File: src/rtl/mac_dot_driver.sv
// mac_dot_driver
//   Initiator-side sequencer for a streaming multiply-accumulate unit.
//   Takes (a, b, last) operand pairs, issues a*b + acc to the MAC on three
//   independent valid/ready channels, feeds each MAC result back as the next
//   accumulator operand, and emits one dot product (plus element count) per
//   vector.
//
// Ports
//   clk, rst_n                   clock, asynchronous active-low reset
//   dot__a/b/last/ab_vld/ab_rdy  operand pair input channel
//   mac__in0/in1/in2 (+vld/rdy)  MAC operand channels: a, b, running acc
//   mac__out0 (+vld/rdy)         MAC result channel
//   dot__res/res_cnt/res_vld/rdy completed dot product and element count
module mac_dot_driver #(
  parameter int WIDTH = 32,
  parameter int CNT_W = 16
) (
  input  logic                    clk,
  input  logic                    rst_n,
  input  logic signed [WIDTH-1:0] dot__a,
  input  logic signed [WIDTH-1:0] dot__b,
  input  logic                    dot__last,
  input  logic                    dot__ab_vld,
  output logic                    dot__ab_rdy,
  output logic signed [WIDTH-1:0] mac__in0,
  output logic                    mac__in0_vld,
  input  logic                    mac__in0_rdy,
  output logic signed [WIDTH-1:0] mac__in1,
  output logic                    mac__in1_vld,
  input  logic                    mac__in1_rdy,
  output logic signed [WIDTH-1:0] mac__in2,
  output logic                    mac__in2_vld,
  input  logic                    mac__in2_rdy,
  input  logic signed [WIDTH-1:0] mac__out0,
  input  logic                    mac__out0_vld,
  output logic                    mac__out0_rdy,
  output logic signed [WIDTH-1:0] dot__res,
  output logic [CNT_W-1:0]        dot__res_cnt,
  output logic                    dot__res_vld,
  input  logic                    dot__res_rdy
);

  typedef enum logic [1:0] {S_IDLE, S_ISSUE, S_WAIT, S_RESULT} state_t;

  state_t                  state;
  state_t                  state_nxt;
  logic signed [WIDTH-1:0] acc;
  logic signed [WIDTH-1:0] a_r;
  logic signed [WIDTH-1:0] b_r;
  logic                    last_r;
  logic [CNT_W-1:0]        cnt;
  logic [2:0]              sent;
  logic [2:0]              xfer;
  logic                    issue_done;

  // Element counter sticks at all-ones instead of wrapping.
  function automatic logic [CNT_W-1:0] sat_inc(input logic [CNT_W-1:0] c);
    if (&c) return c;
    return c + CNT_W'(1);
  endfunction

  // Per-channel transfer this cycle; a channel counts as done once it has
  // transferred in an earlier ISSUE cycle or transfers now.
  assign xfer       = {mac__in2_vld & mac__in2_rdy,
                       mac__in1_vld & mac__in1_rdy,
                       mac__in0_vld & mac__in0_rdy};
  assign issue_done = &(sent | xfer);

  // MAC operand data is held in registers, so it cannot move while a
  // channel's valid is up.
  assign mac__in0 = a_r;
  assign mac__in1 = b_r;
  assign mac__in2 = acc;

  // ---- state register ----
  always_ff @(posedge clk or negedge rst_n) begin
    if (!rst_n) state <= S_IDLE;
    else        state <= state_nxt;
  end

  // ---- next-state logic ----
  always_comb begin
    state_nxt = state;
    case (state)
      S_IDLE:   if (dot__ab_vld)   state_nxt = S_ISSUE;
      S_ISSUE:  if (issue_done)    state_nxt = S_WAIT;
      S_WAIT:   if (mac__out0_vld) state_nxt = last_r ? S_RESULT : S_IDLE;
      S_RESULT: if (dot__res_rdy)  state_nxt = S_IDLE;
      default:                     state_nxt = S_IDLE;
    endcase
  end

  // ---- outputs: functions of state and registers only, never of any
  //      MAC ready, because the MAC derives its readies from our valids ----
  always_comb begin
    dot__ab_rdy   = 1'b0;
    mac__in0_vld  = 1'b0;
    mac__in1_vld  = 1'b0;
    mac__in2_vld  = 1'b0;
    mac__out0_rdy = 1'b0;
    dot__res_vld  = 1'b0;
    dot__res      = '0;
    dot__res_cnt  = '0;
    case (state)
      S_IDLE:  dot__ab_rdy = 1'b1;
      S_ISSUE: begin
        mac__in0_vld = ~sent[0];
        mac__in1_vld = ~sent[1];
        mac__in2_vld = ~sent[2];
      end
      S_WAIT:  mac__out0_rdy = 1'b1;
      S_RESULT: begin
        dot__res_vld = 1'b1;
        dot__res     = acc;
        dot__res_cnt = cnt;
      end
      default: ;
    endcase
  end

  // ---- datapath and channel bookkeeping ----
  always_ff @(posedge clk or negedge rst_n) begin
    if (!rst_n) begin
      acc    <= '0;
      cnt    <= '0;
      sent   <= '0;
      a_r    <= '0;
      b_r    <= '0;
      last_r <= 1'b0;
    end else begin
      case (state)
        S_IDLE: begin
          if (dot__ab_vld) begin
            a_r    <= dot__a;
            b_r    <= dot__b;
            last_r <= dot__last;
            cnt    <= sat_inc(cnt);
          end
        end
        S_ISSUE: sent <= issue_done ? 3'b000 : (sent | xfer);
        S_WAIT: begin
          if (mac__out0_vld) acc <= mac__out0;
        end
        S_RESULT: begin
          if (dot__res_rdy) begin
            acc <= '0;
            cnt <= '0;
          end
        end
        default: ;
      endcase
    end
  end

endmodule

File: config.mk
export PLATFORM = sky130hd
export DESIGN_NAME = mac_dot_driver
export DESIGN_NICKNAME = d
export VERILOG_FILES = /design/src/rtl/mac_dot_driver.sv
export SDC_FILE = /design/constraint.sdc
export NUM_CORES = 1
export LEC_CHECK = 0
export ABC_AREA = 1
export CORE_MARGIN = 2
export CORE_UTILIZATION = 37
export CTS_BUF_LIST = sky130_fd_sc_hd__clkbuf_8 sky130_fd_sc_hd__clkbuf_16
export CTS_CLUSTER_DIAMETER = 120
export DETAILED_ROUTE_END_ITERATION = 10
export PLACE_DENSITY = 0.84
export SETUP_SLACK_MARGIN = 0.02
export SKIP_CTS_REPAIR_TIMING = 1
export SYNTH_ARGS = -nofsm -noshare
export SYNTH_HDL_FRONTEND = slang
export SYNTH_SLANG_ARGS = --single-unit
File: constraint.sdc
create_clock -name clk -period 1.7 [get_ports clk]
set_clock_uncertainty 0.05 [all_clocks]
set_input_delay 0.425 -clock clk [delete_from_list [all_inputs] [get_ports clk]]
set_output_delay 0.425 -clock clk [all_outputs]
set_load 0.01 [all_outputs]
==> reports/results.tsv, run 1 <==
stage	metric	value	unit
setup_path	arrival	1500	ps
route	dr.pass1.iters	6	
synth	ys_warn_count	0	
setup_path	start_kind	flop	
final_layout	fin_nets	952	
setup_path	cp_max_fo	8	
sta	hold_violations	0	
setup_path	crit_buf_inv	2	
floorplanning	io-pin-count	255	
setup_path	crit_chain	nand2_8 -> buf_6 -> nor2_1 -> dlymetal6s2s_1	
setup_path	crit_slowest_cell	dfrtp_2	
sta	final-setup-viol-count	74	
clocking	cts_sinks	118	
sta	worstMarginPinSlew	360	ps
synth	syn_area	0.00539	mm^2
route	vias_per_cell	4.94	
status	status	complete, but fails checks	
clocking	clock_path_buffers	2	
synth	ys_ff_latch	118	
clocking	cts-root-buf	clkbuf_16	
place	hpwl	11700	um
final_layout	nFillCells	1055	
synth	yosysSeqAreaShare	54.8	%
global_route	grt_util_met2	35.6	%
global_route	grt_pass1_vias	5223	
floorplanning	die_area	0.0155	mm^2
sta	slew_violations	0	
floorplanning	start_util	37.5	%
sta	fmax	506	MHz
global_route	globalRoute.busiestLayer	met2	
global_route	grt_usage	21.2	%
route	drc_errors	0	
route	drt-wirelength-per-cell	17.2	um
pwr	irDropWorstVdd	1120	uV
clocking	cts_tree	built	
global_route	grtUsageMet1	24.8	%
route	dr.first_iter.drc_count	307	
sta	fin_crit_sh	116	%
synth	syn_avg_cell_area	9.73	um^2
final_layout	drive_gt1_share	27.6	%
sta	setup_tns	-7080	ps
final_layout	fin_util	65.6	%
setup_path	cp.required	1220	ps
pwr	powerDensity	1690	mW/mm^2
setup_path	slowest_delay	440	ps
floorplanning	core	0.0144	mm^2
clocking	clk_pin_slew	60	ps
setup_path	worst-setup-path-type	reg -> out	
final_layout	area.growth.synth_to_final	75.0	%
final_layout	stdcell_count	1042	
worst_hold_path	min_path_type	reg -> reg	
status	violations	setup timing	
sta	rsz0062_at_grt	yes	
setup_path	end_kind	output pin	
synth	syn-num-nets	660	
clocking	htreeDepth	4	
global_route	grt_pass1_wl	26200	um
pwr	p_leak	5.33	nW
route	vias	5144	
final_layout	final_common_cell	dfrtp_1	
run	max_cap_violations	0	
route	drt.antenna.violating_nets	0	
floorplanning	die_x	125	um
final_layout	antenna_cells	0	
sta	relSlewSlack	76.0	%
global_route	grt_overflow	0	
place	io_buffers	254	
place	dp_cells	1000	
global_route	grt_use_met3	7.39	%
global_route	grt_max_degree	64	
route	wl	17900	um
floorplanning	die_h	125	um
floorplanning	rows	44	
synth	synth.distinct_cells	29	
setup_path	crit_family	flip-flops	
synth	netlist_instances	554	
global_route	antenna_found_initial	0	
sta	whs	446	ps
final_layout	final_cell_mix	dfrtp_1, dlymetal6s2s_1, clkdlybuf4s50_1	
sta	finalWorstSetupSlack	-275	ps
clocking	clock_latency	410	ps
clocking	numCtsBuffers	17	
place	place_congestion	0.868	
sta	period_minus_slack	1970	ps
pwr	total_power	15.9	mW
layer usage:
| layer | share of wire (%) | vias to the layer above |
|---|---|---|
| met4 | 2.2 | 0 |
| met3 | 7.8 | 35 |
| li1 | - | 2376 |
| met5 | 0 | - |
| met1 | 38 | 2517 |
| met2 | 52 | 216 |
worst reg2reg max path: cells and delay by family, from the launching register on:
kind | cells | cell delay (ps)
flops | 1 | 440
buf+inv | 4 | 500
simple gates | 5 | 640
worst paths after layout:
kind / startpoint / endpoint / slack, ps / cells after the start
setup / recovery: state[1] / dot__res[15] / -270 / 4
hold / removal: mac__in1[27] / mac__in1[27] / 450 / 1
setup reg to reg: state[1] / cnt[14] / -40 / 9
hold reg to reg: mac__in1[27] / mac__in1[27] / 450 / 1
max in group asynchronous: rst_n / mac__in1[28] / 770 / 3
min in group asynchronous: rst_n / mac__in2[21] / 520 / 3
logic make-up (layout without fill, tap and decap cells):
group	count (synthesis)	after routing	share of synthesized area, %
AOI/OAI and AO/OA	48	48	4.88
xor gates and xnor gates	5	5	0.813
adders and majority gates	1	1	0.232
buffers and inverters	88	391	7.22
DFF	118	118	54.8
muxes	64	64	13.4
and+or+nand+nor	230	231	18.7
cell usage after synthesis (all sizes together):
cell type / n / area (um^2)
a21boi: 2 / 15.0
a21oi: 4 / 20.0
buf: 12 / 101
clkbuf: 12 / 45.0
dfrtp: 118 / 2950
ha: 1 / 12.5
inv: 64 / 243
mux2: 64 / 721
nand2: 88 / 372
nand3: 46 / 230
nand4: 7 / 43.8
nor2: 87 / 347
nor3b: 1 / 7.51
o211ai: 1 / 7.51
o21ai: 41 / 220
or2: 1 / 6.26
xor2: 5 / 43.8
power breakdown:
group	switching, mW	internal (mW)	total, mW
clock	1.29	2.22	3.50
sequential	0.676	4.02	4.70
combinational	3.74	3.94	7.68
total	5.71	10.2	15.9
state kept, by name (all words and copies together) (netlist names):
register	cells
cnt	16
last_r	1
mac__in0	32
mac__in1	32
mac__in2	32
sent	3
state	2
through the flow:
| step | cell area, um^2 | setup slack, ps |
|---|---|---|
| 4_1_cts | 8910 | -595 |
| 5_1_grt | 9430 | -315 |
| 2_1_floorplan | 5390 | 91.9 |
| 6_report | 9430 | -275 |
| 3_3_place_gp | 8330 | -152 |
| 3_5_place_dp | 8330 | -161 |
final cells by class:
cell class              count  area (um^2)  share of cell area (%)
clock inverters            12          130                    1.38
flip-flops and latches    118         2960                    31.3
repair inverters            1         8.76                  0.0929
repair buffers            295         3130                    33.2
well taps                 184          230                    2.44
multi-input cells         349         2270                    24.0
inverters                  64          253                    2.68
clock buffers              19          453                    4.80
No activity file was read; power rests on OpenSTA's default activity.
==> run 2, diff against run 1 <==
==> constraint.sdc (replaced) <==
create_clock -name clk -period 1.7 [get_ports clk]
set_clock_uncertainty 0.05 [all_clocks]
set_input_delay 0.34 -clock clk [delete_from_list [all_inputs] [get_ports clk]]
set_output_delay 0.34 -clock clk [all_outputs]
set_load 0.01 [all_outputs]
==> run 2 against run 1 <==
  * The flow still finishes with violations (setup timing)
  * Critical path type unchanged
  * Cell area is 4.0% lower
  * Hold slack worse by 170 ps
  * Highest routed layer unchanged
  * Setup slack better by 230 ps
  * Non-clock buffer count is 9 lower
  * Final cell count is 0.86% lower
==> reports/results.tsv, run 2 (synthesis gave the netlist of run 1 again) <==
stage	metric	value	unit	change
status	status	complete, but fails checks		
status	violations	setup timing		
final_layout	drive_gt1_share	25.9	%	-1.7 points
setup_path	cp_max_fo	32		+24
sta	fin_crit_sh	103	%	-13 points
sta	fmax	572	MHz	+13%
floorplanning	start_util	37.5	%	unchanged
pwr	irDropWorstVdd	1100	uV	-1.1%
place	dpl_cell_area	0.00834	mm^2	+0.18%
floorplanning	core	0.0144	mm^2	unchanged
global_route	grt_pass1_wl	26700	um	+1.9%
clocking	htreeDepth	4		unchanged
setup_path	crit_start	state[1]		
sta	final-setup-viol-count	33		-55%
final_layout	final_common_cell	dfrtp_1		
place	io_buffers	254		unchanged
setup_path	cp.required	1310	ps	+90 ps
final_layout	final_cell_area	0.00905	mm^2	-4.0%
clocking	cts_tree	built		
floorplanning	rows	44		unchanged
sta	period_minus_slack	1750	ps	-227 ps
setup_path	reg2reg_to	cnt[3]		
floorplanning	die_x	125	um	unchanged
setup_path	r2r_start	cnt[10]		
sta	setup_tns	-893	ps	+6180 ps
route	vias	4912		-4.5%
place	place_ws	-79.3	ps	+81.8 ps
route	drt.antenna.violating_nets	0		unchanged
final_layout	antenna_cells	0		unchanged
clocking	cts_sinks	118		unchanged
setup_path	arrival	1360	ps	-140 ps
setup_path	end_kind	output pin		
clocking	cts-root-buf	clkbuf_16		
sta	finalWorstSetupSlack	-47.5	ps	+227 ps
floorplanning	io-pin-count	255		unchanged
pwr	powerDensity	1680	mW/mm^2	-0.20%
sta	hold_violations	0		unchanged
sta	relSlewSlack	76.0	%	about the same
global_route	grt_pass1_vias	5151		-1.4%
clocking	clock_latency	400	ps	about the same
route	dr.pass1.iters	6		unchanged
run	max_cap_violations	0		unchanged
route	drc_errors	0		unchanged
place	hpwl	12200	um	+4.0%
setup_path	reg2reg_slack	100	ps	+140 ps
global_route	grt_max_degree	59		-7.8%
place	place_congestion	0.857		-1.2%
global_route	antenna_found_initial	0		unchanged
setup_path	worst-setup-path-type	reg -> out		
global_route	grt_usage	21.7	%	+0.49 points
clocking	numCtsBuffers	17		unchanged
route	wl	17100	um	-4.7%
clocking	clock_path_buffers	2		unchanged
setup_path	start_kind	flop		
place	dp_cells	997		-0.30%
final_layout	fin_nets	942		-1.1%
final_layout	stdcell_count	1033		-0.86%
route	dr.first_iter.drc_count	434		+41%
setup_path	cp-endpoint	dot__res[15]		
floorplanning	die_h	125	um	unchanged
worst_hold_path	min_path_type	in -> async		
final_layout	final_cell_mix	dfrtp_1, clkdlybuf4s50_1, dlymetal6s2s_1		
sta	worstMarginPinSlew	361	ps	+0.540 ps
route	drt-wirelength-per-cell	16.5	um	-3.9%
sta	rsz0062_at_grt	yes		
global_route	grt_overflow	0		unchanged
route	vias_per_cell	4.76		-3.7%
sta	slew_violations	0		unchanged
final_layout	area.growth.synth_to_final	67.9	%	
setup_path	r2r_cells	8		-1
clocking	clk_pin_slew	50	ps	about the same
floorplanning	die_area	0.0155	mm^2	unchanged
pwr	p_leak	5.08	nW	-4.7%
## run 2: worst min-delay path by stage
stage | cells after the start | start | slack [ps] | to
detailed placement | 1 | rst_n | 140 | mac__in2[26]
floorplan | 0 | rst_n | -6 | cnt[0]
global placement | 1 | rst_n | 140 | mac__in2[26]
CTS | 1 | rst_n | -290 | mac__in2[26]
finish | 2 | rst_n | 270 | mac__in2[26]
global route | 2 | rst_n | 280 | mac__in2[26]
## run 2: power breakdown
| part | switching [mW] | leakage [nW] | internal, mW | total, mW |
|---|---|---|---|---|
| sequential | 0.661 | 1.46 | 4.02 | 4.68 |
| combinational | 3.37 | 3.34 | 3.61 | 6.98 |
| clock | 1.29 | 0.284 | 2.27 | 3.55 |
## run 2: final cells by class
class	instances	area (um^2)
Tap cell	184	230
Sequential cell	118	2960
Timing Repair Buffer	286	2890
Multi-Input combinational cell	349	2130
Clock buffer	20	467
Clock inverter	12	128
Fill cell	1139	5320
Inverter	64	243
## run 2: worst max-delay path, cell delays in order, from the launching register on
cell and delay, ps:
dfrtp_2 440, nand2_4 100, buf_12 190, nor2_1 70, buf_2 140
## run 2: routing by layer
| metal | wire (um) | vias to the layer above | part of all wire, % | track usage (%) |
|---|---|---|---|---|
| met5 | 0 | - | 0 | 0 |
| met3 | 1290 | 30 | 7.5 | 8.03 |
| met4 | 397 | 0 | 2.3 | 7.80 |
| li1 | - | 2344 | - | - |
| met1 | 6520 | 2348 | 38 | 24.6 |
| met2 | 8850 | 190 | 52 | 37.6 |
## run 2: stage by stage
stage | hold WS [ps] | util [%] | power (mW)
after global routing | 283 | 63.0 | 16.1
after detailed placement | 143 | 58.1 | 11.9
final | 274 | 63.0 | 15.2
after CTS | -292 | 62.2 | 15.6
after global placement | 142 | 58.1 | 11.7
after floorplan | -5.59 | - | 7.92
